### config.mk
export PLATFORM = sky130hd
export DESIGN_NAME = vm2002_change_ctrl
export DESIGN_NICKNAME = d
export VERILOG_FILES = /design/src/rtl/vm2002_common_pkg.sv /design/src/rtl/vm2002_coin_inventory.sv /design/src/rtl/vm2002_change_ctrl.sv
export SDC_FILE = /design/constraint.sdc
export NUM_CORES = 1
export LEC_CHECK = 0
export CAP_MARGIN = 20
export CORE_MARGIN = 4
export CORE_UTILIZATION = 40
export CTS_CLUSTER_SIZE = 28
export DETAILED_ROUTE_END_ITERATION = 8
export GPL_TIMING_DRIVEN = 0
export SLEW_MARGIN = 10
export SYNTH_ARGS = -nofsm -noshare
export SYNTH_HDL_FRONTEND = slang
export SYNTH_SLANG_ARGS = --single-unit
### constraint.sdc
create_clock -name clk -period 2.9 [get_ports clk]
set_clock_uncertainty 0.05 [all_clocks]
set_input_delay 0.58 -clock clk [delete_from_list [all_inputs] [get_ports clk]]
set_output_delay 0.58 -clock clk [all_outputs]
set_load 0.05 [all_outputs]
### src/rtl/vm2002_common_pkg.sv
// vm2002 shared types: coin codes, change FSM states, coin values.
// Imported by the change controller and its coin inventory.
package vm2002_common_pkg;

  typedef enum logic [1:0] {
    NO_COINS = 2'd0,
    NICKEL   = 2'd1,
    DIME     = 2'd2,
    QUARTER  = 2'd3
  } coins_t;

  typedef enum int unsigned {
    C_IDLE_IDX     = 0,
    C_SELECT_IDX   = 1,
    C_DISPENSE_IDX = 2,
    C_DONE_IDX     = 3,
    C_SHORT_IDX    = 4
  } chg_state_idx_t;

  typedef enum logic [4:0] {
    C_IDLE     = 5'b00001,
    C_SELECT   = 5'b00010,
    C_DISPENSE = 5'b00100,
    C_DONE     = 5'b01000,
    C_SHORT    = 5'b10000
  } chg_state_t;

  localparam int NICKEL_UNITS  = 1;
  localparam int DIME_UNITS    = 2;
  localparam int QUARTER_UNITS = 5;

  function automatic logic [7:0] coin_units(input coins_t c);
    logic [7:0] u;
    u = 8'd0;
    unique case (c)
      NICKEL:  u = 8'(NICKEL_UNITS);
      DIME:    u = 8'(DIME_UNITS);
      QUARTER: u = 8'(QUARTER_UNITS);
      default: u = 8'd0;
    endcase
    return u;
  endfunction

endpackage

### src/rtl/vm2002_coin_inventory.sv
// vm2002 coin inventory: three counters with restock and one-hot decrement.
// Ports: restock (reload to *_INIT), dec_oh {Q,D,N}, counts, nonzero flags.
module vm2002_coin_inventory #(
  parameter int CNT_W  = 6,
  parameter int Q_INIT = 20,
  parameter int D_INIT = 20,
  parameter int N_INIT = 20
) (
  input  logic             clk,
  input  logic             rst_n,
  input  logic             restock,
  input  logic [2:0]       dec_oh,
  output logic [CNT_W-1:0] q_cnt,
  output logic [CNT_W-1:0] d_cnt,
  output logic [CNT_W-1:0] n_cnt,
  output logic             q_nz,
  output logic             d_nz,
  output logic             n_nz
);

  logic [CNT_W-1:0] q_cnt_q, q_cnt_d;
  logic [CNT_W-1:0] d_cnt_q, d_cnt_d;
  logic [CNT_W-1:0] n_cnt_q, n_cnt_d;

  // Restock and a decrement never coincide: restock is only
  // passed in while idle, decrements only happen on an ack.
  always_comb begin
    q_cnt_d = q_cnt_q;
    d_cnt_d = d_cnt_q;
    n_cnt_d = n_cnt_q;
    if (restock) begin
      q_cnt_d = CNT_W'(Q_INIT);
      d_cnt_d = CNT_W'(D_INIT);
      n_cnt_d = CNT_W'(N_INIT);
    end else begin
      if (dec_oh[2]) q_cnt_d = q_cnt_q - CNT_W'(1);
      if (dec_oh[1]) d_cnt_d = d_cnt_q - CNT_W'(1);
      if (dec_oh[0]) n_cnt_d = n_cnt_q - CNT_W'(1);
    end
  end

  always_ff @(posedge clk or negedge rst_n) begin
    if (!rst_n) begin
      q_cnt_q <= CNT_W'(Q_INIT);
      d_cnt_q <= CNT_W'(D_INIT);
      n_cnt_q <= CNT_W'(N_INIT);
    end else begin
      q_cnt_q <= q_cnt_d;
      d_cnt_q <= d_cnt_d;
      n_cnt_q <= n_cnt_d;
    end
  end

  assign q_cnt = q_cnt_q;
  assign d_cnt = d_cnt_q;
  assign n_cnt = n_cnt_q;
  assign q_nz  = |q_cnt_q;
  assign d_nz  = |d_cnt_q;
  assign n_nz  = |n_cnt_q;

endmodule

### src/rtl/vm2002_change_ctrl.sv
// vm2002 change controller: greedy Q/D/N selection, hopper valid/ack.
// Ports: change_req/amt, restock, coin_ack in; coin_valid/type, busy,
// change_done/short, residual, q/d/n_cnt out.
// Option VM2002_HOPPER_TIMEOUT_EN: abort to C_SHORT after TIMEOUT
// cycles without coin_ack.
module vm2002_change_ctrl
  import vm2002_common_pkg::*;
#(
  parameter int CNT_W   = 6,
  parameter int Q_INIT  = 20,
  parameter int D_INIT  = 20,
  parameter int N_INIT  = 20,
  parameter int TIMEOUT = 64
) (
  input  logic             clk,
  input  logic             rst_n,
  input  logic             change_req,
  input  logic [7:0]       change_amt,
  input  logic             restock,
  input  logic             coin_ack,
  output logic             coin_valid,
  output logic [1:0]       coin_type,
  output logic             busy,
  output logic             change_done,
  output logic             change_short,
  output logic [7:0]       residual,
  output logic [CNT_W-1:0] q_cnt,
  output logic [CNT_W-1:0] d_cnt,
  output logic [CNT_W-1:0] n_cnt
);

  chg_state_t state_q, state_d;
  logic [7:0] rem_q, rem_d;
  logic [7:0] residual_q, residual_d;
  coins_t     coin_type_q, coin_type_d;
  logic       coin_valid_q, coin_valid_d;
  logic       busy_q, busy_d;
  logic       done_q, done_d;
  logic       short_q, short_d;

  logic       q_nz, d_nz, n_nz;
  logic [2:0] dec_oh;
  logic       restock_en;
  coins_t     pick;
  logic       to_hit;

  assign restock_en = restock && (state_q == C_IDLE);

  vm2002_coin_inventory #(
    .CNT_W  (CNT_W),
    .Q_INIT (Q_INIT),
    .D_INIT (D_INIT),
    .N_INIT (N_INIT)
  ) u_inv (
    .clk     (clk),
    .rst_n   (rst_n),
    .restock (restock_en),
    .dec_oh  (dec_oh),
    .q_cnt   (q_cnt),
    .d_cnt   (d_cnt),
    .n_cnt   (n_cnt),
    .q_nz    (q_nz),
    .d_nz    (d_nz),
    .n_nz    (n_nz)
  );

  // Largest coin that fits and is in stock; no backtracking.
  always_comb begin
    pick = NO_COINS;
    if (rem_q >= 8'(QUARTER_UNITS) && q_nz) begin
      pick = QUARTER;
    end else if (rem_q >= 8'(DIME_UNITS) && d_nz) begin
      pick = DIME;
    end else if (rem_q >= 8'(NICKEL_UNITS) && n_nz) begin
      pick = NICKEL;
    end
  end

`ifdef VM2002_HOPPER_TIMEOUT_EN
  localparam int TO_W = $clog2(TIMEOUT + 1);
  logic [TO_W-1:0] to_cnt_q, to_cnt_d;

  // Counts completed wait cycles; hit on the TIMEOUT-th one.
  assign to_hit = (to_cnt_q == TO_W'(TIMEOUT - 1));

  always_comb begin
    to_cnt_d = '0;
    if (state_q == C_DISPENSE && state_d == C_DISPENSE) begin
      to_cnt_d = to_cnt_q + TO_W'(1);
    end
  end

  always_ff @(posedge clk or negedge rst_n) begin
    if (!rst_n) begin
      to_cnt_q <= '0;
    end else begin
      to_cnt_q <= to_cnt_d;
    end
  end
`else
  assign to_hit = 1'b0;
`endif

  always_comb begin
    state_d     = state_q;
    rem_d       = rem_q;
    residual_d  = residual_q;
    coin_type_d = coin_type_q;
    dec_oh      = 3'b000;
    unique case (1'b1)
      state_q[C_IDLE_IDX]: begin
        if (change_req) begin
          rem_d   = change_amt;
          state_d = C_SELECT;
        end
      end
      state_q[C_SELECT_IDX]: begin
        if (rem_q == 8'd0) begin
          state_d = C_DONE;
        end else if (pick != NO_COINS) begin
          coin_type_d = pick;
          state_d     = C_DISPENSE;
        end else begin
          state_d = C_SHORT;
        end
      end
      state_q[C_DISPENSE_IDX]: begin
        if (coin_ack) begin
          rem_d       = rem_q - coin_units(coin_type_q);
          dec_oh[2]   = (coin_type_q == QUARTER);
          dec_oh[1]   = (coin_type_q == DIME);
          dec_oh[0]   = (coin_type_q == NICKEL);
          coin_type_d = NO_COINS;
          state_d     = C_SELECT;
        end else if (to_hit) begin
          coin_type_d = NO_COINS;
          state_d     = C_SHORT;
        end
      end
      state_q[C_DONE_IDX]: begin
        state_d = C_IDLE;
      end
      state_q[C_SHORT_IDX]: begin
        state_d = C_IDLE;
      end
      default: begin
        state_d     = C_IDLE;
        coin_type_d = NO_COINS;
      end
    endcase

    if (state_d == C_DONE) begin
      residual_d = 8'd0;
    end else if (state_d == C_SHORT) begin
      residual_d = rem_q;
    end

    // Outputs are registered from the next state.
    coin_valid_d = (state_d == C_DISPENSE);
    busy_d       = (state_d != C_IDLE);
    done_d       = (state_d == C_DONE);
    short_d      = (state_d == C_SHORT);
  end

  always_ff @(posedge clk or negedge rst_n) begin
    if (!rst_n) begin
      state_q      <= C_IDLE;
      rem_q        <= 8'd0;
      residual_q   <= 8'd0;
      coin_type_q  <= NO_COINS;
      coin_valid_q <= 1'b0;
      busy_q       <= 1'b0;
      done_q       <= 1'b0;
      short_q      <= 1'b0;
    end else begin
      state_q      <= state_d;
      rem_q        <= rem_d;
      residual_q   <= residual_d;
      coin_type_q  <= coin_type_d;
      coin_valid_q <= coin_valid_d;
      busy_q       <= busy_d;
      done_q       <= done_d;
      short_q      <= short_d;
    end
  end

  assign coin_valid   = coin_valid_q;
  assign coin_type    = coin_type_q;
  assign busy         = busy_q;
  assign change_done  = done_q;
  assign change_short = short_q;
  assign residual     = residual_q;

endmodule

==> results of run 1 <==
## worst register-to-register path, stage by stage (launching register included)
cell and delay (ns):
dfrtp_1 0.36, clkbuf_1 0.21, nor2b_1 0.21, o21ai_1 0.30, a21boi_0 0.69, inv_1 0.20
a2111oi_2 0.37
## per-layer routing
metal	routed length, um	GRT usage [%]	up-vias
met5	0	0	-
met4	59	4.67	0
met3	229	2.57	5
met2	2580	25.0	44
met1	2630	22.6	950
li1	-	-	983
## flip-flops by register name, indices dropped and copies added (netlist names)
| register | flops |
|---|---|
| state_q | 5 |
| change_short | 1 |
| busy | 1 |
| rem_q | 8 |
| u_inv.q_cnt | 6 |
| u_inv.d_cnt | 6 |
| u_inv.n_cnt | 6 |
| residual | 8 |
| change_done | 1 |
| coin_type | 2 |
| coin_valid | 1 |
## worst max path at each step
stage | startpoint | endpoint | slack (ns) | depth (start not counted)
2_1_floorplan | u_inv.d_cnt[0]$_DFFE_PN0P_ | residual[0]$_DFFE_PN0P_ | 0.55 | 7
3_3_place_gp | rst_n | rem_q[4]$_DFFE_PN0P_ | -0.11 | 1
3_5_place_dp | coin_ack | coin_valid$_DFF_PN0_ | -0.05 | 6
4_1_cts | coin_ack | coin_valid$_DFF_PN0_ | 0.26 | 6
5_1_grt | coin_ack | coin_valid$_DFF_PN0_ | 0.05 | 6
6_report | coin_ack | coin_valid$_DFF_PN0_ | 0.22 | 6
## area by class of cell
cell class	count	area, sq um
timing repair buffer	45	455
fill	589	2840
tap	75	93.8
buffer	12	47.5
inverter	19	71.3
multi-input combinational	178	1230
clock buffer	6	72.6
clock inverter	2	10.0
sequential	45	1130
## through the flow
step | hold slack (ns) | instances | area (sq um) | total power, mW
3_3_place_gp | 0.454 | 373 | 3020 | 3.13
2_1_floorplan | 0.234 | 254 | 2480 | 2.56
4_1_cts | 0.207 | 382 | 3110 | 3.55
3_5_place_dp | 0.452 | 374 | 3030 | 3.15
6_report | 0.188 | 382 | 3110 | 3.52
5_1_grt | 0.230 | 382 | 3110 | 3.81
## kinds of logic (layout without fill, tap and decap cells)
| family | after synthesis | after routing | share of synthesized area, % |
|---|---|---|---|
| compound gates | 40 | 40 | 11.1 |
| xor+xnor | 15 | 15 | 5.30 |
| fa+ha+maj | 10 | 10 | 5.35 |
| buf+inv | 31 | 84 | 4.79 |
| flops | 45 | 45 | 45.7 |
| mux | 14 | 14 | 6.05 |
| simple gates | 99 | 99 | 21.7 |
## layout by cell type, fill, tap and decap left out, types with 3 or more instances in the layout
cell type and count:
mux2i_1 12, a211oi_1 3, o21ai_0 8, nor3_1 10, o22ai_1 5, clkbuf_1 10
clkdlybuf4s50_1 43, nor2b_1 5, nor2_1 22, dfrtp_1 38, a21oi_1 9, nor4_1 3
nand2_1 28, xor2_1 7, nand4_1 5, clkbuf_8 5, nand2b_1 5, ha_1 9
xnor2_1 8, nand3_1 4, inv_1 19, dfstp_2 7
## power breakdown
part | switching (mW) | internal, mW
Combinational | 1.24 | 0.750
Sequential | 0.256 | 0.886
Clock | 0.212 | 0.167
Total | 1.71 | 1.80
==> run summary, run 1 <==
Crit Path Category: in2reg
CTS resizes: 0
FFs w/ async S/R, synth: 100%
Post-synth top flop: dfrtp_1
Unrepaired setup endpoints after global routing: false
Area contributors post-synth: dfrtp_1, dfstp_2, mux2i_1
Yosys reg bits: 45
Post-synth EDFFs: 0
Worst r2r path cells: 6
Synth Cell Area: 0.00248 sq mm
DP HPWL: 4.15 mm
Pre-CTS WS: -0.0466 ns
DRC violations left: 0
Status: completed
Routed vias: 1982
Final net count: 329
Vias in the first global route: 1964
WL/cell: 14.4 um
PwrDens: 1130 mW/mm^2
Via density: 5.19
Yosys top cell by area: dfrtp_1
RD Place Congestion: 0.786
Crit-path cells: clkdlybuf4s50_1, nor2b_1, o21ai_1, a21boi_0, inv_1, a2111oi_2
Crit path required time: 3.04 ns
Area growth, synth to finish: 25.5%
Library cells used by synthesis: 50
H-tree levels: 2
Worst relative slew slack: 45.1%
Initial Util: 41.7%
Synth warnings: 0
Tmin final: 2.68 ns
Slew Viols, Final: 0
Root buf cell: clkbuf_8
Worst VDD drop: 0.510 mV
I/O Buffers: 44
CP arrival: 2.82 ns
All-layer global routing usage: 15.9%
# diodes: 0
List of most frequent post-synthesis cells: dfrtp_1, nand2_1, nor2_1
Crit-path slowest cell: a21boi_0
1st-pass router iterations: 4
Die Area: 0.00753 sq mm
CTS tree: built
# setup viols final: 0
Initial antenna violation count: 0
TNS Setup: 0 ns
Hold-fix buffer count after cts: 0
Layout cells sized above 1: 8.47%
Hold Violations, Final: 0
Synth top area share: 38.3%
CP max FO: 6
Sinks on the clock net: 45
Total CTS buffers: 5
Global-route wire length before repair: 9.52 mm
Class of the tightest hold or removal check: in2async
Startpoint types: input pin
Worst R2R End: coin_valid$_DFF_PN0_
CP Capture Type: flip-flop
Sequential cell area fraction in the yosys report: 45.7%
Antenna-violating nets left: 0
R2R setup slack: 0.41 ns
First-iteration detailed-routing DRC count: 117
Postcts setup bufs: 0
Worst skew pair latency: 0.30 ns
Worst Max-Slew Pin Slew: 0.817 ns
Leak Pwr: 1.37 nW
Fmax: 373 MHz
Pin count of the biggest net entering global routing: 25
Tcrit/Tclk final: 92.4%
Vert. Die Dim: 86.8 um
Reg2reg start: state_q[2]$_DFF_PN0_
Synthesized instance count: 254
Top-count cell post-synth: dfrtp_1
# Max-Cap Violations: 0
Row count: 28
I/O Pins: 45
DIE WIDTH: 86.8 um
Synthesized net count: 277
Final core utilization: 52.3%
CP top delay family: compound AO/OA/AOI/OAI gates
Post-Syn Area per Cell: 9.77 sq um
Clk slew on worst S/H paths: 0.09 ns
Max incr delay on CP: 0.69 ns
Post-route setup slack: 0.221 ns
Overflow after GRT: 0
Crit path buf inv count: 2
Max clock buf depth: 2
Final wirelength: 5.50 mm
Core Region: 0.00596 sq mm
(Power assumes the default switching activity.)
==> run 2, diff against run 1 <==
- TNS_END_PERCENT: default -> 20
==> results of run 2 <==
The final DEF is identical to that of run 1; final timing and power are the same.
